==> src/rtl/csa_accumulator_pkg.sv <==
// Shared default widths and the operand extension rule used by the
// carry-save accumulator and its testbench-facing parameters.
package csa_accumulator_pkg;

  localparam int NN_DEFAULT = 16;
  localparam int AW_DEFAULT = 24;
  localparam int CW_DEFAULT = 8;
  localparam int EXT_MAX    = 64;

  // Bits at or above nn copy the operand MSB when sign_ext is set, else zero.
  function automatic logic [EXT_MAX-1:0] extend_operand(
    input logic [EXT_MAX-1:0] op,
    input int                 nn,
    input bit                 sign_ext
  );
    logic [EXT_MAX-1:0] res;
    logic               fill;
    fill = sign_ext & op[nn-1];
    for (int i = 0; i < EXT_MAX; i++) begin
      res[i] = (i < nn) ? op[i] : fill;
    end
    return res;
  endfunction

endpackage

==> src/rtl/csa_compress42.sv <==
// 4:2 carry-save compressor built from two 3:2 layers; the carry vector is
// already shifted into place and truncated to W bits.
module csa_compress42 #(
  parameter int W = 24
) (
  input  logic [W-1:0] a_i,
  input  logic [W-1:0] b_i,
  input  logic [W-1:0] c_i,
  input  logic [W-1:0] d_i,
  output logic [W-1:0] sum_o,
  output logic [W-1:0] carry_o
);

  logic [W-1:0] s1;
  logic [W-1:0] c1;

  // Carries out of bit W-1 fall off the top, keeping sum_o + carry_o equal
  // to a+b+c+d modulo 2^W.
  always_comb begin
    s1 = a_i ^ b_i ^ c_i;
    c1 = '0;
    for (int i = 1; i < W; i++) begin
      c1[i] = (a_i[i-1] & b_i[i-1]) | (a_i[i-1] & c_i[i-1]) | (b_i[i-1] & c_i[i-1]);
    end
    sum_o   = s1 ^ c1 ^ d_i;
    carry_o = '0;
    for (int i = 1; i < W; i++) begin
      carry_o[i] = (s1[i-1] & c1[i-1]) | (s1[i-1] & d_i[i-1]) | (c1[i-1] & d_i[i-1]);
    end
  end

endmodule

==> src/rtl/csa_accumulator.sv <==
// Four-operand carry-save accumulator: stage 1 compresses each beat, stage 2
// folds it into a redundant accumulator and resolves the sum on the last beat.
module csa_accumulator
  import csa_accumulator_pkg::*;
#(
  parameter int NN     = NN_DEFAULT,
  parameter int AW     = AW_DEFAULT,
  parameter int CW     = CW_DEFAULT,
  parameter int SIGNED = 0
) (
  input  logic          clk,
  input  logic          rst,
  input  logic          clr,
  input  logic          in_valid,
  output logic          in_ready,
  input  logic          in_last,
  input  logic [NN-1:0] in_a,
  input  logic [NN-1:0] in_b,
  input  logic [NN-1:0] in_c,
  input  logic [NN-1:0] in_d,
  output logic          out_valid,
  input  logic          out_ready,
  output logic [AW-1:0] out_sum,
  output logic [CW-1:0] out_count
);

  localparam bit SIGN_EXT = (SIGNED != 0);

  logic          en;
  logic [AW-1:0] ext_a, ext_b, ext_c, ext_d;
  logic [AW-1:0] st1_sum, st1_carry;
  logic [AW-1:0] st2_sum, st2_carry;
  logic [CW-1:0] cnt_inc;

  logic [AW-1:0] s1_s_q, s1_s_d;
  logic [AW-1:0] s1_c_q, s1_c_d;
  logic          s1_v_q, s1_v_d;
  logic          s1_last_q, s1_last_d;
  logic [AW-1:0] acc_s_q, acc_s_d;
  logic [AW-1:0] acc_c_q, acc_c_d;
  logic [CW-1:0] cnt_q, cnt_d;
  logic          out_valid_q, out_valid_d;
  logic [AW-1:0] out_sum_q, out_sum_d;
  logic [CW-1:0] out_count_q, out_count_d;

  assign en = (!out_valid_q || out_ready) && !clr;

  assign ext_a = AW'(extend_operand(EXT_MAX'(in_a), NN, SIGN_EXT));
  assign ext_b = AW'(extend_operand(EXT_MAX'(in_b), NN, SIGN_EXT));
  assign ext_c = AW'(extend_operand(EXT_MAX'(in_c), NN, SIGN_EXT));
  assign ext_d = AW'(extend_operand(EXT_MAX'(in_d), NN, SIGN_EXT));

  csa_compress42 #(.W(AW)) u_stage1 (
    .a_i     (ext_a),
    .b_i     (ext_b),
    .c_i     (ext_c),
    .d_i     (ext_d),
    .sum_o   (st1_sum),
    .carry_o (st1_carry)
  );

  csa_compress42 #(.W(AW)) u_stage2 (
    .a_i     (s1_s_q),
    .b_i     (s1_c_q),
    .c_i     (acc_s_q),
    .d_i     (acc_c_q),
    .sum_o   (st2_sum),
    .carry_o (st2_carry)
  );

  assign cnt_inc = (cnt_q == '1) ? cnt_q : cnt_q + CW'(1);

  // The last beat resolves through the same compressor as ordinary beats, so
  // a single carry-propagate adder sits only in front of out_sum.
  always_comb begin
    s1_s_d      = s1_s_q;
    s1_c_d      = s1_c_q;
    s1_v_d      = s1_v_q;
    s1_last_d   = s1_last_q;
    acc_s_d     = acc_s_q;
    acc_c_d     = acc_c_q;
    cnt_d       = cnt_q;
    out_valid_d = out_valid_q;
    out_sum_d   = out_sum_q;
    out_count_d = out_count_q;

    if (en) begin
      s1_s_d    = st1_sum;
      s1_c_d    = st1_carry;
      s1_v_d    = in_valid;
      s1_last_d = in_last;
    end

    if (out_valid_q && out_ready) begin
      out_valid_d = 1'b0;
    end

    if (en && s1_v_q) begin
      if (s1_last_q) begin
        out_sum_d   = st2_sum + st2_carry;
        out_count_d = cnt_inc;
        out_valid_d = 1'b1;
        acc_s_d     = '0;
        acc_c_d     = '0;
        cnt_d       = '0;
      end else begin
        acc_s_d = st2_sum;
        acc_c_d = st2_carry;
        cnt_d   = cnt_inc;
      end
    end

    if (clr) begin
      s1_v_d      = 1'b0;
      acc_s_d     = '0;
      acc_c_d     = '0;
      cnt_d       = '0;
      out_valid_d = 1'b0;
    end
  end

  always_ff @(posedge clk or posedge rst) begin
    if (rst) begin
      s1_s_q      <= '0;
      s1_c_q      <= '0;
      s1_v_q      <= 1'b0;
      s1_last_q   <= 1'b0;
      acc_s_q     <= '0;
      acc_c_q     <= '0;
      cnt_q       <= '0;
      out_valid_q <= 1'b0;
      out_sum_q   <= '0;
      out_count_q <= '0;
    end else begin
      s1_s_q      <= s1_s_d;
      s1_c_q      <= s1_c_d;
      s1_v_q      <= s1_v_d;
      s1_last_q   <= s1_last_d;
      acc_s_q     <= acc_s_d;
      acc_c_q     <= acc_c_d;
      cnt_q       <= cnt_d;
      out_valid_q <= out_valid_d;
      out_sum_q   <= out_sum_d;
      out_count_q <= out_count_d;
    end
  end

  assign in_ready  = en;
  assign out_valid = out_valid_q;
  assign out_sum   = out_sum_q;
  assign out_count = out_count_q;

endmodule

==> config.mk <==
export PLATFORM = sky130hd
export DESIGN_NAME = csa_accumulator
export DESIGN_NICKNAME = d
export VERILOG_FILES = /design/src/rtl/csa_accumulator_pkg.sv /design/src/rtl/csa_compress42.sv /design/src/rtl/csa_accumulator.sv
export SDC_FILE = /design/constraint.sdc
export NUM_CORES = 1
export LEC_CHECK = 0
export CORE_MARGIN = 3
export CORE_UTILIZATION = 50
export CTS_BUF_LIST = sky130_fd_sc_hd__clkbuf_4 sky130_fd_sc_hd__clkbuf_8
export DETAILED_ROUTE_END_ITERATION = 7
export DONT_BUFFER_PORTS = 1
export PLACE_DENSITY_LB_ADDON = 0.05
export SYNTH_ARGS = -nofsm -noshare
export SYNTH_HDL_FRONTEND = slang
export SYNTH_HIERARCHICAL = 1
export SYNTH_SLANG_ARGS = --single-unit
==> constraint.sdc <==
create_clock -name clk -period 13.1 [get_ports clk]
set_input_delay 2.62 -clock clk [delete_from_list [all_inputs] [get_ports clk]]
set_output_delay 2.62 -clock clk [all_outputs]
set_load 0.02 [all_outputs]
After elaboration in Yosys (flattened, before gate mapping)
Index checks and enable logic that the tools add are counted.
- muxes and demuxes: 16
- bitwise gates (word level): 367
- equal/unequal tests: 1
- div/mod/pow operators: 0
- shift operators: 0
- add/subtract/negate cells: 2
- $lt $le $gt $ge: 0
- reductions and logical operators: 9
- multiply operators: 0
- operator list (operator ; number):
    bitwise AND 1 bit ; 219
    two-way mux 24 bit ; 6
    bitwise OR 1 bit ; 140
    bitwise XOR 24 bit ; 3
    bitwise XOR 24 x 16 -> 24 bit ; 2
    two-way mux 8 bit ; 4
    adder 24 bit ; 1
    bitwise XOR 24 x 17 -> 24 bit ; 1
    bitwise XOR 24 x 18 -> 24 bit ; 1
    bitwise XOR 16 bit ; 1
    adder 8 x 1 -> 8 bit (second input constant) ; 1
    == test 8 bit (second input constant) ; 1
    two-way mux 1 bit ; 6
    nonzero test 2 bit ; 2
    logical AND 1 bit ; 3
    logical NOT 1 bit ; 2
    AND reduction 2 bit ; 1
    logical OR 1 bit ; 1
- register bits after elaboration: 132
- ROM bits: 0
- latch bits: 0
- word-level logic and storage cells: 405
- memories kept: 0
- bits in writable memories: 0
- input port bits: 70

Longest topological paths before layout
- depth after elaboration: 9
- depth in mapped cells: 10
- mapped depth without buffers: 10

Hierarchy
The synthesis kept the hierarchy.
- modules (own cells, without submodules) (module ; area an instance (um2) ; seq. area each (um2) ; cells each ; instances):
    csa_accumulator ; 6520.0 ; 3478.3 ; 558 ; 1
    csa_compress42 ; 964.7 ; 0.0 ; 51 ; 2

Least setup slack after synthesis
OpenSTA, ideal clock, no wires.
- kind: input port to output port
- start: in out_ready
- end: out in_ready
- buffers on the path: 1
- stages on the path: 3
- arrival time: 3.232 ns
- slack: 7.248 ns
- cells stage by stage: nor2b_1 nor2_1 buf_2
- word-level cells in the longest chain between the ends: 2
- RTL lines (what ; line ; RTL):
    start: declaration ; csa_accumulator.sv:22 ; input logic out_ready,
    logical OR 1 bit ; csa_accumulator.sv:46 ; assign en = (!out_valid_q || out_ready) && !clr;
    logical AND 1 bit ; csa_accumulator.sv:46 ;
    end: declaration ; csa_accumulator.sv:15 ; output logic in_ready,
Every way passes these cells.

Worst setup path after layout
Ends and elaborated chain as after synthesis.

==> results_tabular.tex <==
\begin{tabular}{lr}
\hline
Metric & Value \\
\hline
\multicolumn{2}{l}{\textbf{Worst setup path}} \\
Critical Path, Cell by Cell & nor2b\_1 > nor2\_4 > buf\_4 \\
Data arrival time at the worst-slack endpoint & about 3.4 ns \\
Worst R2R End & out\_sum[10]\$\_DFFE\_PP0P\_ \\
Kind of critical path & in -> out \\
Setup crit start kind & input port \\
Setup slack on the worst flop-to-flop path & 9.49 ns \\
Buf+Inv Stages, Crit Path & 1 \\
Reg2Reg Depth & 9 \\
Slowest CP cell & sky130\_fd\_sc\_hd\_\_buf\_4 \\
Crit-path max FO & 53 \\
Delay contributed by the slowest stage of the critical path & 0.61 ns \\
Worst path required time & 10.48 ns \\
Worst R2R Start & s1\_s\_q[1]\$\_DFFE\_PP0P\_ \\
Kind of end point of the critical path & output port \\
CP top delay family & buffers and inverters \\
\multicolumn{2}{l}{\textbf{Global route}} \\
Number of global-route vias before repair & 5,583 \\
Global-route usage over all layers & 19.0\% \\
Overall overflow remaining after global route & 0 \\
Maximum number of pins on one net before global-route repair & 77 \\
Number of antenna violations at the first check in global routing & 0 \\
Global-route wire length before repair & 27,800 µm \\
\multicolumn{2}{l}{\textbf{Clock tree}} \\
CTS Buffer Depth & 2 \\
Number of sinks handled by clock tree synthesis & 139 \\
Count of instances resized after the clock tree is built & 0 \\
Hold-fix buffers, CTS & 0 \\
Post-CTS clock slew at the launch and capture registers of the worst setup and hold paths & 0.07 ns \\
TritonCTS clock tree & yes \\
Buffer cell driving the clock tree root & sky130\_fd\_sc\_hd\_\_clkbuf\_8 \\
Count of H-tree levels built during CTS & 4 \\
Clock latency on the worst-skew pair & 0.44 ns \\
Buffer count from post-CTS setup fixing & 0 \\
Number of buffers created by CTS & 17 \\
\multicolumn{2}{l}{\textbf{Detailed routing}} \\
Drt first pass iters & 4 \\
Number of design-rule violations left by the first detailed-router iteration & slightly below 300 \\
Detailed-route DRC error count & 0 \\
Wirelength per Cell & 17.8 µm \\
Drt total wl & 16,200 µm \\
Vias & 5,084 \\
Antenna-violating nets left & 0 \\
Drt via density & around 5.6 \\
\multicolumn{2}{l}{\textbf{Final layout}} \\
Synth-to-layout area growth & 8.19\% \\
\# nets final & 871 \\
Fraction of final layout cells sized beyond drive strength 1 & 15.8\% \\
Number of antenna diodes & 0 \\
Final Cell Area & 9140 µm² \\
Most frequent standard cell in the layout excluding fill and tap cells & sky130\_fd\_sc\_hd\_\_dfrtp\_1 \\
Fill cell count & 1,403 \\
Commonest non-fill, non-tap cells in the layout & 139 x sky130\_fd\_sc\_hd\_\_dfrtp\_1, 91 x sky130\_fd\_sc\_hd\_\_fa\_1, 61 x sky130\_fd\_sc\_hd\_\_nand2\_1 \\
\multicolumn{2}{l}{\textbf{Synth}} \\
Mean area per synthesized cell & 12.8 µm² \\
Gate count of the mapped netlist & 660 \\
Primary FF master, synth & sky130\_fd\_sc\_hd\_\_dfrtp\_1 \\
Synth async-reset ratio & between 90\% and 100\% \\
Synth cell types & 59 \\
Number of storage elements in the synthesis netlist & between 100 and 150 \\
Area of the mapped netlist & 8450 µm² \\
Total of warnings raised by yosys & 6 \\
Sequential area share after synthesis & 41.2\% \\
Number of enable flip-flop cells after synthesis & 0 \\
\multicolumn{2}{l}{\textbf{Timing}} \\
Slew headroom & 22.8\% \\
Slew of the pin with the lowest slew margin & $\sim$1.2 ns \\
Min Tclk post-route & 6.01 ns \\
Final setup fails & 0 \\
Post-route fraction of the period consumed by the critical path & 45.9\% \\
Unrepaired setup endpoints after global routing & no \\
Final Hold Violating Endpoints & 0 \\
Achievable Freq & between 0.15 and 0.2 GHz \\
Fin Clk Skew & 0.0108 ns \\
Total Neg Setup Slack & 0 ns \\
Final Max Slew Viols & 0 \\
\multicolumn{2}{l}{\textbf{Placed design}} \\
Sum of net half-perimeters after detailed placement & 11,700 µm \\
Cell Area, Placed & 8740 µm² \\
Count of buffers from port buffering & 0 \\
GP Congestion & roughly 0.8 \\
\multicolumn{2}{l}{\textbf{Die}} \\
DIE AREA & between 15,000 and 20,000 µm² \\
Placeable core region & about 16,000 µm² \\
Row count & 46 \\
Horizontal extent of the die & 136 µm \\
Initial cell density of the core & 52.1\% \\
Count of boundary I/O pins & 104 \\
Die span in y & 136 µm \\
\multicolumn{2}{l}{\textbf{Worst hold path}} \\
Hold WC Path Type & reg -> reg \\
Number of stages on the worst hold path & 1 \\
Hold-critical path endpoint & s1\_c\_q[23]\$\_DFFE\_PP0P\_ \\
Critical hold path startpoint & s1\_c\_q[23]\$\_DFFE\_PP0P\_ \\
\multicolumn{2}{l}{\textbf{Power}} \\
Leakage power total & 4.14 nW \\
Worst VDD drop & 0.000116 V \\
P per Cell Area & $\sim$210 nW/µm² \\
\multicolumn{2}{l}{\textbf{Run}} \\
Max-capacitance violation count & 0 \\
\multicolumn{2}{l}{\textbf{Status}} \\
Outcome & complete, no violations \\
\hline
\end{tabular}
[stage by stage]
stage	util [%]	total power, mW	hold slack (ns)	instances	setup WS [ns]
2_1_floorplan	-	1.40	0.480	691	6.76
3_3_place_gp	53.9	1.60	0.493	881	7.09
3_5_place_dp	53.9	1.61	0.506	881	7.06
4_1_cts	56.3	1.98	0.525	911	7.05
5_1_grt	56.3	2.14	0.551	911	6.98
6_report	56.3	1.97	0.516	911	7.09
[cell type report]
class | instances | area (µm²) | share of cell area (%)
Clock buffer | 22 | 278 | 3.04
Inverter | 3 | 16.3 | 0.178
Multi-Input combinational cell | 519 | 4950 | 54.1
Clock inverter | 8 | 120 | 1.31
Tap cell | 216 | 270 | 2.96
Sequential cell | 139 | 3480 | 38.1
Timing Repair Buffer | 4 | 30.0 | 0.328
[where the power goes]
group	switching [mW]	leakage, nW	internal (mW)
Clock	0.162	0.202	0.199
Combinational	0.554	2.15	0.411
Sequential	0.122	1.78	0.517
[worst register-to-register path, cell delays in order (launching register included)]
cell and delay (ns):
sky130_fd_sc_hd__dfrtp_1 0.41, sky130_fd_sc_hd__fa_1 0.57, sky130_fd_sc_hd__fa_1 0.49, sky130_fd_sc_hd__fa_1 0.50, sky130_fd_sc_hd__a21oi_1 0.24, sky130_fd_sc_hd__o21ai_1 0.14
sky130_fd_sc_hd__a2111oi_0 0.59, sky130_fd_sc_hd__o31ai_1 0.17, sky130_fd_sc_hd__xnor2_1 0.27, sky130_fd_sc_hd__o21ai_1 0.09
[registers in the layout, summed over array words and instances (netlist names)]
| register | cells |
|---|---|
| acc_c_q | 24 |
| out_sum | 24 |
| s1_s_q | 24 |
| s1_v_q | 1 |
| s1_c_q | 24 |
| out_count | 8 |
| cnt_q | 8 |
| out_valid | 1 |
| acc_s_q | 24 |
| s1_last_q | 1 |
[cells by family (layout without fill, tap and decap cells)]
kind of cell	Yosys count	count (layout)	synth area share, %
DFF	139	139	41.2
xor gates and xnor gates	24	24	2.81
and+or+nand+nor	121	121	6.75
muxes	55	55	7.26
buffers and inverters	33	37	2.07
AOI/OAI and AO/OA	168	168	14.4
other	3	34	0.133
adders and majority gates	117	117	25.4
[metal layers]
layer	wire length (µm)	global-route usage, %	part of all wire (%)	vias to the layer above
met3	964	6.14	5.9	16
met4	184	5.49	1.1	0
met5	0	0	0	-
met1	7300	25.1	45	2593
li1	-	-	-	2373
met2	7780	30.4	48	102
[worst max-delay path by stage]
stage               slack (ns)  cells after the start                     end      start
CTS                       7.05                      3                in_ready  out_ready
detailed placement        7.06                      3                in_ready  out_ready
global placement          7.09                      3                in_ready  out_ready
floorplan                 6.76                      1  acc_c_q[0]$_DFFE_PP0P_        rst
global route              6.98                      3                in_ready  out_ready
finish                    7.09                      3                in_ready  out_ready
[Yosys cell counts (3+ instances only)]
master | n | area (µm²)
sky130_fd_sc_hd__o21a_1 | 6 | 45.0
sky130_fd_sc_hd__a211oi_1 | 3 | 22.5
sky130_fd_sc_hd__o211ai_2 | 3 | 37.5
sky130_fd_sc_hd__nand4_1 | 4 | 25.0
sky130_fd_sc_hd__o21ai_1 | 3 | 15.0
sky130_fd_sc_hd__o31ai_1 | 7 | 52.6
sky130_fd_sc_hd__a22o_1 | 50 | 438
sky130_fd_sc_hd__nand3_1 | 6 | 30.0
sky130_fd_sc_hd__xor2_1 | 8 | 70.1
sky130_fd_sc_hd__dfrtp_1 | 139 | 3480
sky130_fd_sc_hd__fa_1 | 91 | 1820
sky130_fd_sc_hd__inv_1 | 3 | 11.3
sky130_fd_sc_hd__and3_1 | 4 | 25.0
sky130_fd_sc_hd__nor3_1 | 9 | 45.0
sky130_fd_sc_hd__mux2_2 | 50 | 563
sky130_fd_sc_hd__a21o_1 | 8 | 60.1
sky130_fd_sc_hd__ha_1 | 26 | 325
sky130_fd_sc_hd__and2_1 | 3 | 18.8
sky130_fd_sc_hd__o211ai_1 | 4 | 30.0
sky130_fd_sc_hd__xnor2_1 | 14 | 123
sky130_fd_sc_hd__o21ai_0 | 32 | 160
sky130_fd_sc_hd__nand3b_1 | 3 | 22.5
sky130_fd_sc_hd__mux2i_1 | 5 | 50.1
sky130_fd_sc_hd__nor2_1 | 15 | 56.3
sky130_fd_sc_hd__buf_2 | 11 | 55.1
sky130_fd_sc_hd__clkbuf_1 | 12 | 45.0
sky130_fd_sc_hd__a21oi_1 | 32 | 160
sky130_fd_sc_hd__conb_1 | 3 | 11.3
sky130_fd_sc_hd__nand2_1 | 61 | 229
No activity file was read; power rests on OpenSTA's default activity.
